<file path="src/rtl/bubbledrive8_ledseq.sv">
// Multi-channel status-LED pattern generator: shared tick prescaler, phase-locked
// slow/fast blink and per-channel N-flash error codes, with registered LED drive.
module bubbledrive8_ledseq #(
    parameter int CH         = 4,
    parameter int TICK_DIV   = 48000,
    parameter int SLOW_T     = 500,
    parameter int FAST_T     = 125,
    parameter int CODE_ON_T  = 200,
    parameter int CODE_OFF_T = 300,
    parameter int CODE_GAP_T = 1500,
    parameter bit ACTIVE_LOW = 1'b1
) (
    input  logic            MCLK,
    input  logic            nRST,
    input  logic [3*CH-1:0] MODE,
    input  logic [4*CH-1:0] CODE,
    input  logic            SYNC,
    output logic [CH-1:0]   nLED,
    output logic            TICK
);

    localparam int MAX_A = (SLOW_T > FAST_T) ? SLOW_T : FAST_T;
    localparam int MAX_B = (CODE_ON_T > CODE_OFF_T) ? CODE_ON_T : CODE_OFF_T;
    localparam int MAX_C = (CODE_GAP_T > TICK_DIV) ? CODE_GAP_T : TICK_DIV;
    localparam int MAX_D = (MAX_A > MAX_B) ? MAX_A : MAX_B;
    localparam int MAX_T = (MAX_C > MAX_D) ? MAX_C : MAX_D;
    localparam int CW    = $clog2(MAX_T + 1);

    typedef enum logic [1:0] {
        ST_ON  = 2'b00,
        ST_OFF = 2'b01,
        ST_GAP = 2'b10
    } code_st_e;

    logic [CW-1:0] pre_r;
    logic          tick_r;
    logic [CW-1:0] slow_cnt_r;
    logic [CW-1:0] fast_cnt_r;
    logic          slow_ph_r;
    logic          fast_ph_r;
    logic [CH-1:0] lit_s;
    logic [CH-1:0] nled_r;

    // Tick prescaler; TICK fires the cycle after the count reaches its terminal value
    always_ff @(posedge MCLK or negedge nRST) begin
        if (!nRST) begin
            pre_r  <= {CW{1'b0}};
            tick_r <= 1'b0;
        end else if (SYNC) begin
            pre_r  <= {CW{1'b0}};
            tick_r <= 1'b0;
        end else if (pre_r == CW'(TICK_DIV - 1)) begin
            pre_r  <= {CW{1'b0}};
            tick_r <= 1'b1;
        end else begin
            pre_r  <= pre_r + CW'(1'b1);
            tick_r <= 1'b0;
        end
    end

    // Shared slow/fast blink phases, so every blinking channel stays aligned
    always_ff @(posedge MCLK or negedge nRST) begin
        if (!nRST) begin
            slow_cnt_r <= {CW{1'b0}};
            fast_cnt_r <= {CW{1'b0}};
            slow_ph_r  <= 1'b1;
            fast_ph_r  <= 1'b1;
        end else if (SYNC) begin
            slow_cnt_r <= {CW{1'b0}};
            fast_cnt_r <= {CW{1'b0}};
            slow_ph_r  <= 1'b1;
            fast_ph_r  <= 1'b1;
        end else if (tick_r) begin
            if (slow_cnt_r == CW'(SLOW_T - 1)) begin
                slow_cnt_r <= {CW{1'b0}};
                slow_ph_r  <= ~slow_ph_r;
            end else begin
                slow_cnt_r <= slow_cnt_r + CW'(1'b1);
            end
            if (fast_cnt_r == CW'(FAST_T - 1)) begin
                fast_cnt_r <= {CW{1'b0}};
                fast_ph_r  <= ~fast_ph_r;
            end else begin
                fast_cnt_r <= fast_cnt_r + CW'(1'b1);
            end
        end else begin
            slow_cnt_r <= slow_cnt_r;
            fast_cnt_r <= fast_cnt_r;
        end
    end

    for (genvar i = 0; i < CH; i++) begin : g_ch
        logic [2:0]    mode_s;
        logic [3:0]    code_s;
        logic          force_s;
        logic          ch_lit_s;
        code_st_e      st_r;
        logic [CW-1:0] t_r;
        logic [3:0]    n_r;
        logic [3:0]    lat_r;
        logic [2:0]    prev_mode_r;

        assign mode_s  = MODE[3*i +: 3];
        assign code_s  = CODE[4*i +: 4];
        // Held in the entry state outside code mode, on the entry cycle itself, and during SYNC
        assign force_s = SYNC || (mode_s != 3'b100) || (prev_mode_r != 3'b100);

        // Per-channel flash-code sequencer; a zero code parks the channel in the dark gap
        always_ff @(posedge MCLK or negedge nRST) begin
            if (!nRST) begin
                st_r        <= ST_ON;
                t_r         <= {CW{1'b0}};
                n_r         <= 4'd0;
                lat_r       <= 4'd0;
                prev_mode_r <= 3'b000;
            end else begin
                prev_mode_r <= mode_s;
                if (force_s) begin
                    st_r  <= (code_s == 4'd0) ? ST_GAP : ST_ON;
                    t_r   <= {CW{1'b0}};
                    n_r   <= 4'd0;
                    lat_r <= code_s;
                end else if (tick_r) begin
                    case (st_r)
                        ST_ON: begin
                            if (t_r == CW'(CODE_ON_T - 1)) begin
                                t_r <= {CW{1'b0}};
                                n_r <= n_r + 4'd1;
                                if (({1'b0, n_r} + 5'd1) >= {1'b0, lat_r}) begin
                                    st_r <= ST_GAP;
                                end else begin
                                    st_r <= ST_OFF;
                                end
                            end else begin
                                t_r <= t_r + CW'(1'b1);
                            end
                        end
                        ST_OFF: begin
                            if (t_r == CW'(CODE_OFF_T - 1)) begin
                                t_r  <= {CW{1'b0}};
                                st_r <= ST_ON;
                            end else begin
                                t_r <= t_r + CW'(1'b1);
                            end
                        end
                        ST_GAP: begin
                            if (t_r == CW'(CODE_GAP_T - 1)) begin
                                t_r   <= {CW{1'b0}};
                                n_r   <= 4'd0;
                                lat_r <= code_s;
                                st_r  <= (code_s == 4'd0) ? ST_GAP : ST_ON;
                            end else begin
                                t_r <= t_r + CW'(1'b1);
                            end
                        end
                        default: begin
                            st_r <= ST_GAP;
                            t_r  <= {CW{1'b0}};
                            n_r  <= 4'd0;
                        end
                    endcase
                end else begin
                    st_r <= st_r;
                end
            end
        end

        // Lit decode from the channel mode and the shared/per-channel state
        always_comb begin
            ch_lit_s = 1'b0;
            case (mode_s)
                3'b001:  ch_lit_s = 1'b1;
                3'b010:  ch_lit_s = slow_ph_r;
                3'b011:  ch_lit_s = fast_ph_r;
                3'b100:  ch_lit_s = (st_r == ST_ON);
                3'b101:  ch_lit_s = ~slow_ph_r;
                default: ch_lit_s = 1'b0;
            endcase
        end

        assign lit_s[i] = ch_lit_s;
    end

    // Registered LED drive with configurable polarity
    always_ff @(posedge MCLK or negedge nRST) begin
        if (!nRST) begin
            nled_r <= {CH{ACTIVE_LOW}};
        end else if (ACTIVE_LOW) begin
            nled_r <= ~lit_s;
        end else begin
            nled_r <= lit_s;
        end
    end

    assign nLED = nled_r;
    assign TICK = tick_r;

endmodule

</file>
<file path="config.mk">
export PLATFORM = sky130hd
export DESIGN_NAME = bubbledrive8_ledseq
export DESIGN_NICKNAME = d
export VERILOG_FILES = /design/src/rtl/bubbledrive8_ledseq.sv
export SDC_FILE = /design/constraint.sdc
export NUM_CORES = 1
export LEC_CHECK = 0
export ABC_AREA = 1
export CAP_MARGIN = 20
export CORE_MARGIN = 5
export CORE_UTILIZATION = 62
export CTS_BUF_LIST = sky130_fd_sc_hd__clkbuf_8
export DETAILED_ROUTE_END_ITERATION = 16
export PLACE_DENSITY_LB_ADDON = 0.05
export SLEW_MARGIN = 40
export SYNTH_ARGS = -nofsm -noshare
export SYNTH_HDL_FRONTEND = slang
export SYNTH_SLANG_ARGS = --single-unit
</file>
<file path="constraint.sdc">
create_clock -name MCLK -period 2.3 [get_ports MCLK]
set_input_delay 0.46 -clock MCLK [delete_from_list [all_inputs] [get_ports MCLK]]
set_output_delay 0.46 -clock MCLK [all_outputs]
set_load 0.02 [all_outputs]
</file>
==> impl_metrics.json, run 1 <==
{
  "status": "completed",
  "p_per_area_nw_per_um2": 472,
  "cp.arrival_ns": 1.60,
  "coreArea_sq_um": 16400,
  "io_buffers": 35,
  "ant_nets": 0,
  "leakagePower_nw": 5.38,
  "fmax_ghz": 0.486,
  "path_clk_slew_ns": 0.09,
  "via_per_inst": 5.37,
  "num_vias": 9263,
  "nets": 1550,
  "multi_input_area_sq_um": 5170,
  "die_y_um": 139,
  "yosysWarnings": 0,
  "path_cells": "clkdlybuf4s50_1",
  "crit_path_max_incr_delay_ns": 0.60,
  "antenna_found_initial": 0,
  "worstSetupPathType": "register to output port",
  "worst_slew_pin_slew_ns": 0.462,
  "grt_max_degree": 47,
  "relSlewSlack": 0.690,
  "synth-seq-cells": 171,
  "period_share": 0.894,
  "drive_gt1_frac": 0.116,
  "p_sw_w": 0.00137,
  "fin_skew_ns": 0.0104,
  "clock_latency_ns": 0.46,
  "post_cts_buffers": 0,
  "netlist_instances": 1394,
  "first_pass_iters": 5,
  "top_level_ports": 36,
  "switching_share": 0.248,
  "cap_viol_max_count": 0,
  "worst-path-max-fanout": 1,
  "clockBufferDepth": 2,
  "dp_slack_ns": -0.0571,
  "critPathRequiredTime_ns": 1.84,
  "root_buffer": "clkbuf_8",
  "cp_slowest_cell": "clkdlybuf4s50_1",
  "p_seq_frac": 0.563,
  "reg2reg_depth": 11,
  "dp_hpwl_mm": 17.6,
  "gp_congestion": 0.947,
  "initial_core_util": 0.624,
  "grt-ovfl-total": 0,
  "clock-sinks": 171,
  "tns_ns": 0,
  "holdWs_ns": 0.489,
  "numCtsBuffers": 17,
  "grtUsageTotal": 0.244,
  "h-tree-depth": 4,
  "rsz0062_at_grt": "no",
  "reg2reg_to": "g_ch[2].n_r[3]",
  "p_comb_frac": 0.068,
  "drc": 0,
  "worstSetupPathDepth": 1,
  "critPathTopFamily": "buffers and inverters",
  "drtIter0Drc": 569,
  "antenna_cells": 0,
  "fp-row-count": 47,
  "setup_ws_ns": 0.244,
  "syn_area_sq_um": 10200,
  "wire_per_inst_um": 13.4,
  "finalMaxSlewViolations": 0,
  "cp-end-kind": "output port",
  "fp.dieW_um": 139,
  "synth_seq_area_share": 0.418,
  "synth_edf_count": 0,
  "cts_tree": "built",
  "grt_pass1_vias": 8760,
  "area_growth_syn_to_layout_pct": 14.0,
  "ir_drop_v": 0.000461,
  "period_minus_slack_ns": 2.06,
  "wl_mm": 23.1,
  "timing.rr.start": "g_ch[2].t_r[0]",
  "fill_cells": 1365,
  "synth.distinct_cells": 46,
  "syn_avg_cell_area_sq_um": 7.35,
  "grt_pass1_wl_mm": 39.8,
  "regArea_sq_um": 4290,
  "cp-start-kind": "register",
  "dieArea_sq_um": 19200,
  "r2r_slack_ns": 0.39,
  "p_int_w": 0.00414,
  "utilization": 0.712,
  "setup_viol": 0,
  "synth.net_count": 1453,
  "synth_top_flop_cell": "dfrtp_1",
  "p_total_w": 0.00551,
  "crit_buf_inv": 1,
  "synthArstFlopShare": 1.00,
  "min_path_type": "input port to asynchronous set/reset pin",
  "p_clk_frac": 0.369,
  "hold_viol_final": 0
}
-- per-stage QoR --
step	cells	area, sq um
CTS	1724	11700
global placement	1691	11300
detailed placement	1691	11300
floorplan	1394	10200
finish	1724	11700
global route	1724	11700
-- synth_stat cells, drive strengths merged, types with 2 or more instances --
cell type  number  area share
a21boi          2      0.0015
o211ai          3      0.0022
xnor2           9      0.0077
a211oi          4      0.0029
mux2i           3      0.0029
dfrtp         165        0.40
xor2           30       0.026
o21a            2      0.0015
nor3           38       0.021
nor4            9      0.0055
nor2          240        0.10
o22ai           5      0.0031
ha             28       0.034
nand3b          4      0.0029
a21oi          45       0.023
nand4          38       0.023
o21bai          7      0.0051
buf            12      0.0073
dfstp           6       0.015
nand3         124       0.064
a31oi           7      0.0043
nor3b           2      0.0015
o21ai          80       0.040
inv           186       0.068
a31o            3      0.0026
clkbuf          3      0.0011
and3            2      0.0012
nand2         334        0.13
-- cell families after synthesis --
kind of cell,after synthesis,synth area share
compound gates,159,0.0871
xor+xnor,39,0.0333
fa+ha+maj,28,0.0342
buf+inv,202,0.0774
flops,171,0.418
mux,3,0.00293
simple gates,792,0.347
-- worst reg2reg max path: stages, from the launching register on --
cell	delay [ns]
dfrtp_1	0.43
ha_1	0.21
nand2_1	0.06
inv_1	0.12
nand3_1	0.08
nor2_1	0.14
nand2_1	0.10
nand2_1	0.08
nand2_2	0.12
nor2_2	0.26
nand3_1	0.12
o21ai_1	0.11
-- metal layers --
| layer | part of all wire | global-route usage | up-vias |
|---|---|---|---|
| li1 | - | - | 4716 |
| met1 | 0.48 | 0.345 | 4319 |
| met2 | 0.46 | 0.394 | 198 |
| met3 | 0.043 | 0.0359 | 30 |
| met4 | 0.016 | 0.0707 | 0 |
| met5 | 0 | 0 | - |
-- worst max path at each step --
stage,slack [ns],start,end
floorplan,0.69,g_ch[2].n_r[0],g_ch[2].st_r[1]
global placement,-0.05,SYNC,g_ch[0].st_r[1]
global route,0.19,nLED[1],nLED[1]
detailed placement,-0.06,SYNC,g_ch[0].st_r[0]
finish,0.24,nLED[1],nLED[1]
CTS,0.20,nLED[1],nLED[1]
-- layout by cell type (no fill, tap or decap), types with 6 or more instances in the layout --
cell type | netlist | final
nor2_2 | 19 | 19
nand4_1 | 38 | 38
ha_1 | 28 | 28
nand3_2 | 8 | 8
nand3_1 | 116 | 116
o21ai_1 | 14 | 14
nand2_2 | 13 | 13
clkdlybuf4s50_1 | 0 | 34
inv_2 | 16 | 16
nand2_1 | 320 | 320
xnor2_1 | 9 | 9
clkbuf_8 | 0 | 20
buf_4 | 4 | 51
o21ai_0 | 64 | 64
dfrtp_1 | 165 | 165
dfstp_2 | 6 | 6
a21oi_1 | 41 | 41
nor2_4 | 8 | 8
nor3_1 | 33 | 33
o21bai_1 | 7 | 7
a31oi_1 | 7 | 7
buf_12 | 0 | 6
nor2_1 | 212 | 212
nor4_1 | 9 | 9
inv_1 | 170 | 173
xor2_1 | 30 | 30
-- power by group through the flow --
stage	registers (W)	clock network [W]	logic (W)
6_report	0.00310	0.00203	0.000376
5_1_grt	0.00311	0.00223	0.000426
4_1_cts	0.00310	0.00209	0.000384
3_5_place_dp	0.00316	0	0.000380
3_3_place_gp	0.00316	0	0.000371
2_1_floorplan	0.00315	0	0.000153
-- cell type report --
| cell class | instances | share of cell area |
|---|---|---|
| repair buffers | 93 | 0.0740 |
| multi-input cells | 1021 | 0.442 |
| inverters | 187 | 0.0605 |
| clock inverters | 12 | 0.00868 |
| flip-flops and latches | 171 | 0.367 |
| clock buffers | 20 | 0.0236 |
| well taps | 220 | 0.0236 |
-- repair_timing --
| action | 4_1_cts | 5_1_grt |
|---|---|---|
| hold buffers | 1 | 0 |
| endpoints found under the setup margin | 0 | 0 |
| endpoints found under the hold margin | 40 | 0 |
| resized for setup | 0 | 0 |
-- sequential cells by signal, indices dropped and copies added (netlist names) --
register          count
TICK                  1
slow_ph_r             1
g_ch.prev_mode_r     12
pre_r                16
g_ch.n_r             16
nLED                  4
slow_cnt_r           16
g_ch.lat_r           16
fast_ph_r             1
g_ch.t_r             64
fast_cnt_r           16
g_ch.st_r             8
Note: power is estimated with default switching activity, not from simulation.
==> run 2, diff against run 1 <==
MAX_ROUTING_LAYER = met4   (was not set)
==> run 2 against run 1 <==
Sequential power hardly changed. Fmax is 0.64% higher. Non-clock buffer count is 4 higher. Flip-flop and latch count stayed put. Critical path type unchanged. Largest power group unchanged.
==> impl_metrics.json, run 2 (synthesis results as in run 1) <==
{
  "status": "completed",
  "dp_slack_ns": -0.0605,
  "min_path_cells": 1,
  "setup_ws_ns": 0.257,
  "critPathTopFamily": "buffers and inverters",
  "cts_hold_buf": 1,
  "grt-ovfl-total": 0,
  "gp_congestion": 0.959,
  "grtUsageTotal": 0.259,
  "path_clk_slew_ns": 0.09,
  "io_buffers": 35,
  "layout_commonest_cell": "nand2_1",
  "nets": 1554,
  "grt_max_degree": 52,
  "initial_core_util": 0.624,
  "drive_gt1_frac": 0.117,
  "ant_nets": 0,
  "largest_reg_flops": 64,
  "worst-path-max-fanout": 1,
  "reg2reg_depth": 10,
  "finalMaxSlewViolations": 0,
  "dieArea_sq_um": 19200,
  "cts_resized": 0,
  "instances_no_fill": 1726,
  "holdWs_ns": 0.473,
  "die_y_um": 139,
  "cp.arrival_ns": 1.58,
  "placedCellCount": 1695,
  "fin_area_sq_um": 11700,
  "wl_met2_mm": 10.6,
  "first_pass_iters": 5,
  "worst_slew_pin_slew_ns": 0.534,
  "fmax_ghz": 0.489,
  "antenna_found_initial": 0,
  "fill_cells": 1365,
  "period_minus_slack_ns": 2.04,
  "dp_hpwl_mm": 17.6,
  "cap_viol_max_count": 0,
  "regMostFlops": "g_ch.t_r",
  "clockBufferDepth": 2,
  "drtIter0Drc": 610,
  "post_cts_buffers": 0,
  "ir_drop_v": 0.000383,
  "cp_slowest_cell": "clkdlybuf4s50_1",
  "via_per_inst": 5.38,
  "fin_skew_ns": 0.0176,
  "coreArea_sq_um": 16400,
  "most-common-layout-cells": "nand2_1 (320), nor2_1 (212), inv_1 (173)",
  "crit_path_max_incr_delay_ns": 0.59,
  "clock-sinks": 171,
  "num_vias": 9285,
  "wl_mm": 23.4,
  "top_level_ports": 36,
  "wl_met3_mm": 1.16,
  "cp-start-kind": "register",
  "timing.rr.start": "g_ch[1].t_r[0]",
  "numCtsBuffers": 17,
  "crit_buf_inv": 1,
  "holdCritStartpoint": "pre_r[0]",
  "tns_ns": 0,
  "h-tree-depth": 4,
  "min_path_type": "register to register",
  "leakagePower_nw": 5.43,
  "drt-met1-wl_mm": 11.3,
  "cp-end-kind": "output port",
  "critPathRequiredTime_ns": 1.84,
  "relSlewSlack": 0.644,
  "area_growth_syn_to_layout_pct": 14.6,
  "worstSetupPathType": "register to output port",
  "antenna_cells": 0,
  "worstSetupPathDepth": 1,
  "path_cells": "clkdlybuf4s50_1",
  "place_area_sq_um": 11300,
  "grt_pass1_wl_mm": 40.9,
  "clock_latency_ns": 0.47,
  "fp.dieW_um": 139,
  "top_layer_used": "met4",
  "period_share": 0.888,
  "cts_tree": "built",
  "setup_viol": 0,
  "wire_per_inst_um": 13.6,
  "rsz0062_at_grt": "no",
  "hold_viol_final": 0,
  "fp-row-count": 47,
  "drc": 0,
  "cp-startpoint": "nLED[1]",
  "root_buffer": "clkbuf_8",
  "grt_pass1_vias": 8787,
  "p_per_area_nw_per_um2": 503
}
## run 2: final cells by class
type | count | area (sq um) | share of cell area
inverters | 187 | 707 | 0.0602
multi-input cells | 1021 | 5170 | 0.440
repair buffers | 97 | 857 | 0.0730
well taps | 220 | 275 | 0.0234
clock buffers | 20 | 275 | 0.0234
flip-flops and latches | 171 | 4290 | 0.365
clock inverters | 10 | 174 | 0.0148
## run 2: path summary, 6_finish.rpt
| check | to | slack [ns] |
|---|---|---|
| worst max-delay path | nLED[1] | 0.26 |
| worst min-delay path | pre_r[0] | 0.47 |
| worst max register to register | g_ch[1].st_r[0] | 0.32 |
| worst min register to register | pre_r[0] | 0.47 |
| max in group asynchronous | nLED[1] | 1.10 |
| min in group asynchronous | g_ch[0].t_r[1] | 0.52 |
## run 2: through the flow
stage          total power, W  utilization
5_1_grt               0.00612        0.716
3_3_place_gp          0.00353        0.688
3_5_place_dp          0.00354        0.688
6_report              0.00590        0.716
4_1_cts               0.00594        0.716
2_1_floorplan         0.00331            -
## run 2: report_power, final
part,switching [W],internal [W]
sequential,0.0000401,0.00306
combinational,0.000225,0.000152
clock,0.00107,0.00135
total,0.00133,0.00457
## run 2: layer usage
layer | track usage | up-vias
met5 | - | -
met2 | 0.392 | 230
met4 | 0.0728 | 0
li1 | - | 4714
met3 | 0.0472 | 36
met1 | 0.363 | 4305
